==> src/rtl/rv32_pkg.sv <==
`default_nettype none
// ============================================================================
// | Module   : rv32_pkg                                                      |
// | Purpose  : Shared types and constants for the RV32 multi-cycle divider.  |
// |            Holds the divider FSM state encoding, the iteration count     |
// |            and the 32-bit special-case result constants.                 |
// | Ports    : none (package)                                                |
// | Revision : 1.0 - initial release                                         |
// ============================================================================
package rv32_pkg;

  // Divider control states.
  typedef enum logic [1:0] {
    IDLE = 2'd0,
    CALC = 2'd1,
    FIX  = 2'd2
  } div_state_e;

  // One quotient bit is resolved per iteration, so this is also the datapath width.
  localparam int DIV_CYCLES = 32;

  // Quotient returned for divide-by-zero, and the most negative 32-bit integer.
  localparam logic [31:0] DIV_ONES = 32'hFFFF_FFFF;
  localparam logic [31:0] INT_MIN  = 32'h8000_0000;

endpackage : rv32_pkg
`default_nettype wire

==> src/rtl/div_step.sv <==
`default_nettype none
// ============================================================================
// | Module   : div_step                                                      |
// | Purpose  : One combinational iteration of restoring division. Shifts the |
// |            next dividend bit into the partial remainder and subtracts    |
// |            the divisor when it fits, producing one quotient bit.         |
// | Ports    : rem         in  WIDTH  partial remainder                      |
// |            dq          in  WIDTH  dividend bits / quotient accumulator   |
// |            divisor_abs in  WIDTH  magnitude of the divisor               |
// |            rem_next    out WIDTH  partial remainder after this step      |
// |            dq_next     out WIDTH  dq shifted, new quotient bit in LSB    |
// | Revision : 1.0 - initial release                                         |
// ============================================================================
module div_step #(
  parameter int WIDTH = 32
) (
  input  logic [WIDTH-1:0] rem,
  input  logic [WIDTH-1:0] dq,
  input  logic [WIDTH-1:0] divisor_abs,
  output logic [WIDTH-1:0] rem_next,
  output logic [WIDTH-1:0] dq_next
);

  // Dropping rem's MSB is safe: after k iterations the partial remainder is
  // at most the top k dividend bits, so it is always below 2^(WIDTH-1)
  // when it is shifted.
  logic [WIDTH-1:0] shifted;
  logic [WIDTH:0]   diff;
  logic             borrow;

  always_comb begin
    shifted = {rem[WIDTH-2:0], dq[WIDTH-1]};
    diff    = {1'b0, shifted} - {1'b0, divisor_abs};
    // Borrow out of the extended subtract means the divisor did not fit:
    // keep (restore) the shifted remainder and emit a zero quotient bit.
    borrow  = diff[WIDTH];
    if (borrow) begin
      rem_next = shifted;
      dq_next  = {dq[WIDTH-2:0], 1'b0};
    end else begin
      rem_next = diff[WIDTH-1:0];
      dq_next  = {dq[WIDTH-2:0], 1'b1};
    end
  end

endmodule : div_step
`default_nettype wire

==> src/rtl/seq_divider.sv <==
`default_nettype none
// ============================================================================
// | Module   : seq_divider                                                   |
// | Purpose  : Multi-cycle restoring divider implementing RV32M DIV, DIVU,   |
// |            REM and REMU. One quotient bit per clock behind a             |
// |            start/busy/done handshake; results held until the next       |
// |            completion.                                                   |
// | Ports    : clk, rst_n (async, active-low)                                |
// |            start, is_signed, dividend, divisor   - request              |
// |            busy, done                            - handshake            |
// |            quotient, remainder, div_by_zero      - held results         |
// | Revision : 1.0 - initial release                                         |
// ============================================================================
module seq_divider
  import rv32_pkg::*;
#(
  parameter int WIDTH = DIV_CYCLES
) (
  input  logic             clk,
  input  logic             rst_n,
  input  logic             start,
  input  logic             is_signed,
  input  logic [WIDTH-1:0] dividend,
  input  logic [WIDTH-1:0] divisor,
  output logic             busy,
  output logic             done,
  output logic [WIDTH-1:0] quotient,
  output logic [WIDTH-1:0] remainder,
  output logic             div_by_zero
);

  localparam int             CNT_W   = $clog2(WIDTH) + 1;
  localparam logic [WIDTH-1:0] ONES    = {WIDTH{1'b1}};
  localparam logic [WIDTH-1:0] MIN_NEG = {1'b1, {(WIDTH-1){1'b0}}};
  localparam logic [CNT_W-1:0] CNT_INIT = CNT_W'(WIDTH);
  localparam logic [CNT_W-1:0] CNT_ONE  = CNT_W'(1);

  div_state_e       state_q, state_d;
  logic [CNT_W-1:0] cnt_q, cnt_d;
  logic [WIDTH-1:0] rem_q, rem_d;
  logic [WIDTH-1:0] dq_q, dq_d;
  logic [WIDTH-1:0] dvsr_q, dvsr_d;
  logic             neg_quot_q, neg_quot_d;
  logic             neg_rem_q, neg_rem_d;
  logic             dbz_pend_q, dbz_pend_d;
  logic             busy_q, busy_d;
  logic             done_q, done_d;
  logic [WIDTH-1:0] quotient_q, quotient_d;
  logic [WIDTH-1:0] remainder_q, remainder_d;
  logic             div_by_zero_q, div_by_zero_d;

  logic [WIDTH-1:0] step_rem;
  logic [WIDTH-1:0] step_dq;
  logic             dividend_neg;
  logic             divisor_neg;
  logic [WIDTH-1:0] dividend_abs;
  logic [WIDTH-1:0] divisor_abs;

  div_step #(
    .WIDTH (WIDTH)
  ) u_div_step (
    .rem         (rem_q),
    .dq          (dq_q),
    .divisor_abs (dvsr_q),
    .rem_next    (step_rem),
    .dq_next     (step_dq)
  );

  always_comb begin
    dividend_neg = is_signed & dividend[WIDTH-1];
    divisor_neg  = is_signed & divisor[WIDTH-1];
    // |INT_MIN| wraps back to INT_MIN, which is the correct magnitude when
    // read as unsigned.
    dividend_abs = dividend_neg ? (~dividend + 1'b1) : dividend;
    divisor_abs  = divisor_neg  ? (~divisor  + 1'b1) : divisor;

    state_d       = state_q;
    cnt_d         = cnt_q;
    rem_d         = rem_q;
    dq_d          = dq_q;
    dvsr_d        = dvsr_q;
    neg_quot_d    = neg_quot_q;
    neg_rem_d     = neg_rem_q;
    dbz_pend_d    = dbz_pend_q;
    busy_d        = busy_q;
    done_d        = 1'b0;
    quotient_d    = quotient_q;
    remainder_d   = remainder_q;
    div_by_zero_d = div_by_zero_q;

    case (state_q)
      IDLE: begin
        if (start) begin
          busy_d = 1'b1;
          cnt_d  = CNT_INIT;
          dvsr_d = divisor_abs;
          if (divisor == '0) begin
            // Result is preloaded into rem/dq; FIX passes it through untouched.
            dq_d       = ONES;
            rem_d      = dividend;
            neg_quot_d = 1'b0;
            neg_rem_d  = 1'b0;
            dbz_pend_d = 1'b1;
            state_d    = FIX;
          end else if (is_signed && (dividend == MIN_NEG) && (divisor == ONES)) begin
            dq_d       = MIN_NEG;
            rem_d      = '0;
            neg_quot_d = 1'b0;
            neg_rem_d  = 1'b0;
            dbz_pend_d = 1'b0;
            state_d    = FIX;
          end else begin
            dq_d       = dividend_abs;
            rem_d      = '0;
            neg_quot_d = dividend_neg ^ divisor_neg;
            neg_rem_d  = dividend_neg;
            dbz_pend_d = 1'b0;
            state_d    = CALC;
          end
        end
      end

      CALC: begin
        rem_d = step_rem;
        dq_d  = step_dq;
        cnt_d = cnt_q - CNT_ONE;
        if (cnt_q == CNT_ONE) begin
          state_d = FIX;
        end
      end

      FIX: begin
        quotient_d    = neg_quot_q ? (~dq_q  + 1'b1) : dq_q;
        remainder_d   = neg_rem_q  ? (~rem_q + 1'b1) : rem_q;
        div_by_zero_d = dbz_pend_q;
        done_d        = 1'b1;
        busy_d        = 1'b0;
        state_d       = IDLE;
      end

      default: begin
        state_d = IDLE;
        busy_d  = 1'b0;
      end
    endcase
  end

  always_ff @(posedge clk or negedge rst_n) begin
    if (!rst_n) begin
      state_q       <= IDLE;
      cnt_q         <= '0;
      rem_q         <= '0;
      dq_q          <= '0;
      dvsr_q        <= '0;
      neg_quot_q    <= 1'b0;
      neg_rem_q     <= 1'b0;
      dbz_pend_q    <= 1'b0;
      busy_q        <= 1'b0;
      done_q        <= 1'b0;
      quotient_q    <= '0;
      remainder_q   <= '0;
      div_by_zero_q <= 1'b0;
    end else begin
      state_q       <= state_d;
      cnt_q         <= cnt_d;
      rem_q         <= rem_d;
      dq_q          <= dq_d;
      dvsr_q        <= dvsr_d;
      neg_quot_q    <= neg_quot_d;
      neg_rem_q     <= neg_rem_d;
      dbz_pend_q    <= dbz_pend_d;
      busy_q        <= busy_d;
      done_q        <= done_d;
      quotient_q    <= quotient_d;
      remainder_q   <= remainder_d;
      div_by_zero_q <= div_by_zero_d;
    end
  end

  assign busy        = busy_q;
  assign done        = done_q;
  assign quotient    = quotient_q;
  assign remainder   = remainder_q;
  assign div_by_zero = div_by_zero_q;

endmodule : seq_divider
`default_nettype wire

==> config.mk <==
export PLATFORM = sky130hd
export DESIGN_NAME = seq_divider
export DESIGN_NICKNAME = d
export VERILOG_FILES = /design/src/rtl/rv32_pkg.sv /design/src/rtl/div_step.sv /design/src/rtl/seq_divider.sv
export SDC_FILE = /design/constraint.sdc
export NUM_CORES = 1
export LEC_CHECK = 0
export ABC_AREA = 1
export BUFFER_PORTS_ARGS = -buffer_cell sky130_fd_sc_hd__buf_2
export CORE_AREA = 2 2 161 163
export DETAILED_ROUTE_END_ITERATION = 8
export DIE_AREA = 0 0 163 165
export PLACE_DENSITY_LB_ADDON = 0.05
export SLEW_MARGIN = 0
export SYNTH_ARGS = -nofsm -noshare
export SYNTH_HDL_FRONTEND = slang
export SYNTH_SLANG_ARGS = --single-unit
==> constraint.sdc <==
create_clock -name clk -period 2.1 [get_ports clk]
set_input_delay 0.42 -clock clk [delete_from_list [all_inputs] [get_ports clk]]
set_output_delay 0.42 -clock clk [all_outputs]
set_load 0.1 [all_outputs]
After elaboration in Yosys (flattened, before gate mapping)
Cells that the tools add are included.
Widths: inputs -> output; s select.
{"block": "totals", "reg_bits": 174, "elab_cells": 71, "in_bits": 68, "out_inout_bits": 67}
{"block": "op_classes", "reduce_logical": 9, "eq_ne": 7, "bitwise": 8, "n_addsub": 6, "mux": 28}
{"operator": "$mux 32", "count": 10}
{"operator": "$add 32x1->32 const B", "count": 4}
{"operator": "$not 32->32", "count": 4}
{"operator": "$pmux 32 s2", "count": 2}
{"operator": "$eq 32x32->1 const B", "count": 2}
{"operator": "$sub 32x32->33", "count": 1}
{"operator": "$logic_not 32->1", "count": 1}
{"operator": "$pmux 6 s2", "count": 1}
{"operator": "$mux 1", "count": 8}
{"operator": "$mux 2", "count": 4}
{"operator": "$reduce_and 2->1", "count": 4}
{"operator": "$eq 6x1->1 const B", "count": 1}
{"operator": "$mux 6", "count": 1}
{"operator": "$sub 6x1->6 const B", "count": 1}
{"operator": "$ne 2x2->1 const B", "count": 2}
{"operator": "$pmux 2 s2", "count": 1}
{"operator": "$and 1x1->1", "count": 2}
{"operator": "$eq 2x1->1 const B", "count": 1}
{"operator": "$eq 2x2->1 const B", "count": 1}
{"operator": "$logic_and 1x1->1", "count": 2}
{"operator": "$logic_not 2->1", "count": 1}
{"operator": "$pmux 1 s2", "count": 1}
{"operator": "$reduce_bool 2->1", "count": 1}
{"operator": "$not 1->1", "count": 1}
{"operator": "$xor 1x1->1", "count": 1}

Depth between registers and ports, before layout
Gate-level depths: netlist of the first run.
{"block": "depth", "word_depth": 7, "mapped_depth": 17, "mapped_depth_nobuf": 16}

Hierarchy
Synthesis of the first run repeated with hierarchy kept, for this count alone.
{"block": "unflattened", "cells_unflattened": 2296, "hier_area_um2": 14401.3}
{"mod": "seq_divider", "seq_area_each_um2": 4354.2, "cells_per_inst": 1621, "area_each_um2": 11053.1, "instances": 1}
{"mod": "div_step", "seq_area_each_um2": 0.0, "cells_per_inst": 675, "area_each_um2": 3348.2, "instances": 1}

Least setup slack after synthesis of the first run
OpenSTA, ideal clock, no wires.
{"block": "synth_path", "path_kind": "reg-to-reg", "startpoint": "reg dq_q[31]", "endpoint": "reg rem_q[30]", "synth_period_minus_slack_ps": 2139, "setup_slack_ps": -39, "arrival_ps": 2020, "n_path_buf": 0, "t_required_ps": 1981, "setup_ps": 119, "path_stages_with_launch": 16, "path_cell_list": "dfrtp_1 -> inv_1 -> ha_1 -> fa_1 -> inv_1 -> nand2_1 -> nand2_1 -> nand2_1 -> o21ai_0 -> nand2_1 -> nand2_1 -> nand2_1 -> nand3_1 -> nand3_1 -> nand2_1 -> nand2_1"}
{"block": "synth_via", "elab_chain_cells": 3}
{"item": "from (decl)", "line_no": "seq_divider.sv:41", "text": "logic [WIDTH-1:0] dq_q, dq_d;"}
{"item": "from (signal assigned)", "line_no": "seq_divider.sv:167", "text": "dq_q <= dq_d;"}
{"item": "$sub 32x32->33", "line_no": "div_step.sv:33", "text": "diff = {1'b0, shifted} - {1'b0, divisor_abs};"}
{"item": "$mux 32", "line_no": "div_step.sv:37", "text": "if (borrow) begin"}
{"item": "$pmux 32 s2", "line_no": "seq_divider.sv:91", "text": "case (state_q)"}
{"item": "to (signal assigned)", "line_no": "seq_divider.sv:166", "text": "rem_q <= rem_d;"}
{"item": "to (decl)", "line_no": "seq_divider.sv:40", "text": "logic [WIDTH-1:0] rem_q, rem_d;"}
Every way passes these cells.
A chain may end at the register's enable or synchronous reset.

Worst setup path after layout of the first run
{"block": "layout_path", "startpoint": "reg dvsr_q[0]", "endpoint": "reg rem_q[13]"}
{"block": "layout_via", "elab_chain_cells": 3}
{"item": "from (decl)", "line_no": "seq_divider.sv:42", "text": "logic [WIDTH-1:0] dvsr_q, dvsr_d;"}
{"item": "from (signal assigned)", "line_no": "seq_divider.sv:168", "text": "dvsr_q <= dvsr_d;"}
{"item": "$sub 32x32->33", "line_no": "div_step.sv:33"}
{"item": "$mux 32", "line_no": "div_step.sv:37"}
{"item": "$pmux 32 s2", "line_no": "seq_divider.sv:91"}
Every way passes these cells.

==> impl_results.md, run 1 <==
* PwrDens at around 1200 mW/mm²
* Final WS setup at -0.182 ns
* Crit path max-delay cell type: dfrtp_1
* Clk buf depth at 2
* Clock slew at reported path FFs at about 0.080 ns
* Die height at 165 µm
* H-tree levels at 4
* Initial antenna violation count at 0
* Maximum clock rate at 438 MHz
* Failing checks: setup timing
* Final setup viols at 33
* Clock Latency Late Sink at 0.44 ns
* Syn nets at between 2000 and 2500
* Yosys top cell area share at 0.320
* Top delay family on crit path: simple AND/OR/NAND/NOR gates
* Ys async rst share at 1.00
* Max-cap violations at 0
* Die area at 0.0269 mm²
* WS Path Type: reg -> reg
* Adder-cell share of the synthesized area at 0.0373
* Routed length per instance at 18.2 µm
* Most frequent cells in the layout: nand2_1 (574), nor2_1 (274), inv_1 (269), buf_4 (236), dfrtp_1 (174)
* Die W at 163 µm
* Routed Antenna Nets at 0
* Global route overflow at 0
* Slew HR at 0.595
* Critical Path RT at 2.43 ns
* Routability cong. at 1.04
* PortBufs at ~130
* Synth Instances at 2141
* WP buf/inv at 2
* Maximum VDD drop at around 0.84 mV
* Io pins at roughly 140
* Area leader, netlist: dfrtp_1
* Storage cell area at 0.00435 mm²
* First-pass GRT wire length at 78400 µm
* Total CTS buffers at 17
* Element type at the critical path end: flop
* Critical path cell sequence: ha_4, fa_2, inv_2, nand2_2, nand2_2, nand3_2, nand2_2, nand2_2, nand2_4, nand2_8, nand2_8, buf_12, nand3_4, o211ai_1, nand2_1
* Max Slew Vio Count at 0
* Crit-path max FO at 7
* Fin cells at 2830
* Post-synthesis xor/xnor area fraction at 0.0528
* R2R Setup Slk at -0.18 ns
* Total track usage at 0.379
* CTS tree: done
* Multiplexer area fraction after synthesis at 0.00147
* Placed cell count at 2776
* Layout cells sized above 1 at 0.240
* Seq/Total Area, Yosys at 0.320
* CORE AREA at 0.0250 mm²
* Largest net degree at the start of global routing at about 100
* Number of flops mapped to enable cells by yosys at 0
* Synth unique cells at 45
* Vias/cell at ~5.6
* Hold Path Class: in -> reg
* Final WL at slightly above 50000 µm
* FP Rows at 58
* Cell mode on critical path: nand2_2
* Area of the multi-input gates at approximately 0.0087 mm²
* Arrival time at the worst endpoint at 2.61 ns
* # nets final at 2595
* Worst Clk Skew at 0.0163 ns
* Final Critical Period at 2.28 ns
* Worst-Margin Slew at a little over 0.6 ns
* Yosys warns at 0
* Ranking of synthesized cells by area: dfrtp_1 (32%), nand2_1 (17%), inv_1 (7.9%)
* Sink Count at between 150 and 200
* Static leakage at 9.52 nW
* Max incr delay on CP at 0.42 ns
* Mean Syn Cell Area at 6.36 µm²
* Most common cell after layout, fill and taps aside: nand2_1
* Tcrit/Tclk final at 1.09
* DRC viols at 0
* Largest family of logic cells by synthesized area: simple AND/OR/NAND/NOR gates
* Hold_ws at 0.314 ns
* Vias in the first global route at 14500
* Detail Placement HPWL at between 30000 and 40000 µm
* Fill cells at 2131
* Post-Synth Simple-Gate Area at 0.366
* Area growth syn-to-layout at 31.9%
* Final Util at 0.717
* DR vias at 15800
* Root Driver: clkbuf_16
* Outcome: finished with violations
* Startpoint types: flop
* Drt first pass iters at 5
* Main synth FF type: dfrtp_1
* #FFs+latches synth at 174
* RSZ-0062 raised after global routing: yes
* Final hold violation count at 0
* Synthesized area at 0.0136 mm²
* Initial drt markers at 1668
* Initial Util at 0.544
* Compound-gate portion of the synthesized area at 0.122
[synthesized netlist by cell type (all sizes together) (25+ instances only)]
cell    count
a21oi     102
clkbuf     43
dfrtp     174
ha         39
inv       290
nand2     618
nand3     198
nand4      37
nor2      289
nor3       25
o21ai     149
xor2       68
[repair_timing]
item                       in CTS  in global routing
hold endpoints to repair       37                  0
pin swaps                      19                 28
hold buffers                    1                  0
cloned                          2                  3
resized for setup             106                 98
setup endpoints to repair      35                 45
setup buffers                  10                 10
[registers in the layout, indices dropped and copies added, names as in the netlist]
register / flops
cnt_q: 6
dq_q: 32
quotient: 32
rem_q: 32
dbz_pend_q: 1
neg_rem_q: 1
div_by_zero: 1
state_q: 2
remainder: 32
neg_quot_q: 1
busy: 1
dvsr_q: 32
done: 1
[kinds of logic after synthesis]
family,after synthesis
buf+inv,355
compound gates,304
fa+ha+maj,40
mux,2
flops,174
xor+xnor,82
simple gates,1184
[per-layer routing]
metal  track usage  wire (µm)  up-vias
met5             0          0        -
met4         0.195       2930        0
met3        0.0485       4560      157
met2         0.587      22400      807
met1         0.520      21500     7306
li1              -          -     7534
[final timing paths]
| kind | startpoint | end | cells after the start |
|---|---|---|---|
| max in group asynchronous | rst_n | quotient[29]$_DFFE_PN0P_ | 3 |
| min in group asynchronous | rst_n | remainder[9]$_DFFE_PN0P_ | 2 |
| max reg2reg | dvsr_q[0]$_DFFE_PN0P_ | rem_q[13]$_DFFE_PN0P_ | 15 |
| min reg2reg | quotient[30]$_DFFE_PN0P_ | quotient[30]$_DFFE_PN0P_ | 2 |
| max | dvsr_q[0]$_DFFE_PN0P_ | rem_q[13]$_DFFE_PN0P_ | 15 |
| min | dividend[30] | dq_q[30]$_DFFE_PN0P_ | 4 |
[per-stage QoR]
| stage | worst slack, ns | cell area (µm²) | setup TNS [ns] | total power [mW] |
|---|---|---|---|---|
| 2_1_floorplan | 0.0198 | 13600 | 0 | 11.5 |
| 3_3_place_gp | -0.275 | 16300 | -4.40 | 15.2 |
| 3_5_place_dp | -0.299 | 16300 | -6.40 | 15.4 |
| 4_1_cts | -0.111 | 17400 | -2.27 | 19.6 |
| 5_1_grt | -0.248 | 18000 | -5.95 | 22.3 |
| 6_report | -0.182 | 18000 | -4.17 | 20.8 |
[where the power goes]
part	switching, mW	total [mW]	internal [mW]
Clock	1.60	3.19	1.59
Combinational	8.13	13.3	5.20
Sequential	0.345	4.31	3.97
[area by class of cell]
| cell class | instances | area share |
|---|---|---|
| flip-flops and latches | 174 | 0.242 |
| well taps | 330 | 0.0230 |
| clock inverters | 14 | 0.00829 |
| multi-input cells | 1614 | 0.486 |
| inverters | 292 | 0.0614 |
| clock buffers | 17 | 0.0237 |
| diodes | 1 | 0.000139 |
| repair buffers | 388 | 0.155 |
[worst reg2reg max path: stages (launching register included)]
cell and delay [ns]:
dfrtp_1 0.42, ha_4 0.19, fa_2 0.37, inv_2 0.08
nand2_2 0.05, nand2_2 0.08, nand3_2 0.08, nand2_2 0.11
nand2_2 0.08, nand2_4 0.10, nand2_8 0.08, nand2_8 0.13
buf_12 0.15, nand3_4 0.08, o211ai_1 0.09, nand2_1 0.10
Power figures use the tool's default switching activity.
==> run 2: changes to the inputs <==
- CORE_AREA: 2 2 161 163 -> 2 2 165 167
- DIE_AREA: 0 0 163 165 -> 0 0 167 169
- SLEW_MARGIN: 0 -> 25
- SYNTH_HIERARCHICAL: not set -> 1
==> run 2 against run 1 <==
Effect of this change: the run still ends with setup timing left; power grew 57%; area after synthesis grew 5.8%; first-iteration DRC count grew 1.9%; critical path type unchanged; largest power group unchanged; highest routed layer unchanged.
==> impl_results.md, run 2 <==
* Synth cell count leaders: nand2_1 (809), inv_1 (275), nor2_1 (241) (was nand2_1 (613), inv_1 (285), nor2_1 (281))
* FP Rows at 60 (was 58)
* Routability cong. at 0.990 (was 1.04)
* Multiplexer area fraction after synthesis at 0.00139 (was 0.00147)
* Critical Path RT at 2.42 ns (was 2.43 ns)
* Initial drt markers at 1699 (was 1668)
* Compound-gate portion of the synthesized area at 0.0864 (was 0.122)
* Post-Synth Simple-Gate Area at 0.410 (was 0.366)
* Final WS setup at -0.366 ns (was -0.182 ns)
* Routed Antenna Nets at 0 (unchanged)
* Cell mode on critical path: nand2_2 (unchanged)
* Hold Path Class: in -> reg (unchanged)
* DRC viols at 0 (unchanged)
* Synth unique cells at 46 (was 45)
* WS Path Type: reg -> reg (unchanged)
* Yosys top cell area share at 0.302 (was 0.320)
* Slew HR at 0.330 (was 0.595)
* Total CTS buffers at 17 (unchanged)
* Largest net degree at the start of global routing at 96 (was 102)
* H-tree levels at 4 (unchanged)
* Die W at 167 µm (was 163 µm)
* R2R Setup Slk at -0.37 ns (was -0.18 ns)
* PwrDens at 1800 mW/mm² (was 1160 mW/mm²)
* RSZ-0062 raised after global routing: yes (unchanged)
* Failing checks: setup timing (unchanged)
* Vias in the first global route at 14900 (was 14500)
* Most common cell after layout, fill and taps aside: nand2_1 (unchanged)
* Vias/cell at 5.39 (was 5.58)
* Mean Syn Cell Area at 6.27 µm² (was 6.36 µm²)
* Initial Util at 0.543 (was 0.544)
* Maximum clock rate at 406 MHz (was 438 MHz)
* Outcome: finished with violations (unchanged)
* Final Critical Period at 2.47 ns (was 2.28 ns)
* Root Driver: clkbuf_16 (unchanged)
* #FFs+latches synth at 174 (unchanged)
* Fill cells at 2373 (was 2131)
* Die height at 169 µm (was 165 µm)
* Clock Latency Late Sink at 0.45 ns (was 0.44 ns)
* R2r endpoint: rem_q[22]$_DFFE_PN0P_ (was rem_q[13]$_DFFE_PN0P_)
* CTS tree: done (unchanged)
* Sink Count at 174 (unchanged)
* Detail Placement HPWL at 38500 µm (was 40000 µm)
* Yosys warns at 6 (was 0)
* Adder-cell share of the synthesized area at 0.0353 (was 0.0373)
* Critical path cell sequence: inv_2, ha_4, fa_2, inv_2, nand3_2, nand3_2, nand2_2, nand2_2, nand2_2, nand2_4, nand2_4, nand2_8, buf_12, inv_8, nand2_1, nand2_1, a22oi_2, o21ai_1 (was ha_4, fa_2, inv_2, nand2_2, nand2_2, nand3_2, nand2_2, nand2_2, nand2_4, nand2_8, nand2_8, buf_12, nand3_4, o211ai_1, nand2_1)
* Max-cap violations at 0 (unchanged)
* Post-synthesis xor/xnor area fraction at 0.0456 (was 0.0528)
* Worst reg2reg path startpoint: dq_q[31]$_DFFE_PN0P_ (was dvsr_q[0]$_DFFE_PN0P_)
* Syn nets at 2404 (was 2249)
* Routed length per instance at 17.0 µm (was 18.2 µm)
* Crit path max-delay cell type: dfrtp_1 (unchanged)
* Worst Clk Skew at 0.0161 ns (was 0.0163 ns)
* Ys async rst share at 1.00 (unchanged)
* Final setup viols at 33 (unchanged)
* Max Slew Vio Count at 0 (unchanged)
* Synthesized area at 0.0144 mm² (was 0.0136 mm²)
* R2R depth at 18 (was 15)
* Max incr delay on CP at 0.40 ns (was 0.42 ns)
* Final WL at 50100 µm (was 51400 µm)
* Static leakage at 9.74 nW (was 9.52 nW)
* Number of flops mapped to enable cells by yosys at 0 (unchanged)
* Maximum VDD drop at 3.70 mV (was 0.838 mV)
* Global route overflow at 0 (unchanged)
* CORE AREA at 0.0265 mm² (was 0.0250 mm²)
* Final Util at 0.686 (was 0.717)
* Worst slack, placed at -0.399 ns (was -0.299 ns)
* Area leader, netlist: dfrtp_1 (unchanged)
* Ranking of synthesized cells by area: dfrtp_1 (30%), nand2_1 (21%), nand3_1 (7.2%) (was dfrtp_1 (32%), nand2_1 (17%), inv_1 (7.9%))
* Most numerous cell in the Yosys netlist: nand2_1 (unchanged)
* Clk buf depth at 2 (unchanged)
* Worst-Margin Slew at 1.00 ns (was 0.606 ns)
* Crit-path max FO at 7 (unchanged)
* Die area at 0.0282 mm² (was 0.0269 mm²)
* First-pass GRT wire length at 79000 µm (was 78400 µm)
* Element type at the critical path end: flop (unchanged)
* DR vias at 15900 (was 15800)
* Total track usage at 0.357 (was 0.379)
* Largest family of logic cells by synthesized area: simple AND/OR/NAND/NOR gates (unchanged)
* Synth Instances at 2296 (was 2141)
* Io pins at 135 (unchanged)
* Clock slew at reported path FFs at 0.07 ns (was 0.08 ns)
* Final hold violation count at 0 (unchanged)
* Drt first pass iters at 8 (was 5)
* Layout cells sized above 1 at 0.235 (was 0.240)
* Area growth syn-to-layout at 26.2% (was 31.9%)
* Most frequent cells in the layout: nand2_1 (782), inv_1 (252), nor2_1 (231), buf_4 (227), nand3_1 (196) (was nand2_1 (574), nor2_1 (274), inv_1 (269), buf_4 (236), dfrtp_1 (174))
* Arrival time at the worst endpoint at 2.79 ns (was 2.61 ns)
* Startpoint types: flop (unchanged)
* PortBufs at 134 (unchanged)
* # nets final at 2702 (was 2595)
* CP startpoint: dq_q[31]$_DFFE_PN0P_ (was dvsr_q[0]$_DFFE_PN0P_)
* Main synth FF type: dfrtp_1 (unchanged)
* Initial antenna violation count at 5 (was 0)
* Seq/Total Area, Yosys at 0.302 (was 0.320)
* Tcrit/Tclk final at 1.17 (was 1.09)
* Worst setup endpoint: rem_q[22]$_DFFE_PN0P_ (was rem_q[13]$_DFFE_PN0P_)
run 2: cell types whose count changed after synthesis, moves of 9 or more:
cell,delta
a21oi_1,-71
a22oi_1,+18
buf_4,+28
inv_1,-10
nand2_1,+196
nand2_2,+23
nand3_1,+10
nand3b_1,+13
nor2_1,-40
nor2_2,+9
o211ai_1,-16
o21ai_0,-33
o21ai_1,+27
run 2: how the worst min path moves through the flow:
stage	startpoint	end	slack, ns	cells past startpoint
3_3_place_gp	rst_n	dvsr_q[19]$_DFFE_PN0P_	0.40	1
2_1_floorplan	rst_n	busy$_DFFE_PN0P_	0.12	0
3_5_place_dp	rst_n	dvsr_q[19]$_DFFE_PN0P_	0.40	1
4_1_cts	divisor[30]	dvsr_q[30]$_DFFE_PN0P_	0.28	4
6_report	divisor[30]	dvsr_q[30]$_DFFE_PN0P_	0.30	4
5_1_grt	divisor[30]	dvsr_q[30]$_DFFE_PN0P_	0.31	4
run 2: timing repair:
item	in CTS	in global routing
pin swaps	27	23
resized for setup	94	48
gates cloned	5	0
endpoints found under the hold margin	39	0
hold buffers	1	0
endpoints found under the setup margin	33	41
buffers inserted	19	7
run 2: final cells by class:
cell class / instances / area [µm²] / area share
diodes: 5 / 12.5 / 0.000688
clock inverters: 13 / 128 / 0.00702
clock buffers: 19 / 433 / 0.0238
well taps: 341 / 427 / 0.0235
repair buffers: 377 / 2690 / 0.148
inverters: 289 / 1110 / 0.0610
flip-flops and latches: 174 / 4360 / 0.240
multi-input cells: 1733 / 8990 / 0.495
repair inverters: 2 / 22.5 / 0.00124
run 2: worst max-delay path: cells and delay by family, from the launching register on:
family                   cells  cell delay (ns)
AND/OR/NAND/NOR             10             0.71
AO/OA/AOI/OAI                2             0.32
buffers and inverters        4             0.34
adder cells (fa/ha/maj)      2             0.55
flip-flops                   1             0.40
run 2: cells by family after synthesis:
kind of cell               Yosys count
and+or+nand+nor                   1392
buffers and inverters              390
AOI/OAI and AO/OA                  223
DFF                                174
xor gates and xnor gates            75
adders and majority gates           40
muxes                                2
run 2: power by group:
group | switching, mW | internal (mW) | total (mW)
clock | 1.55 | 1.57 | 3.13
combinational | 14.3 | 11.0 | 25.4
sequential | 0.214 | 4.04 | 4.26
run 2: per-stage QoR:
step                      cell area, µm²  hold WS [ns]  TNS [ns]  std cells  power, mW
final                              18200         0.301     -9.56       2953       32.8
after global routing               18200         0.305    -12.46       2953       35.0
after CTS                          17900         0.278     -6.70       2941       31.0
after detailed placement           16600         0.399    -13.98       2884       22.8
after global placement             16600         0.404    -12.35       2884       22.4
after floorplan                    14400         0.124     -3.23       2296       18.4
run 2: layer usage:
metal / GRT usage / wire (µm) / vias up
met5: 0 / 0 / -
met4: 0.171 / 2320 / 0
met3: 0.0615 / 3920 / 107
met2: 0.551 / 22400 / 714
met1: 0.488 / 21500 / 7300
li1: - / - / 7805
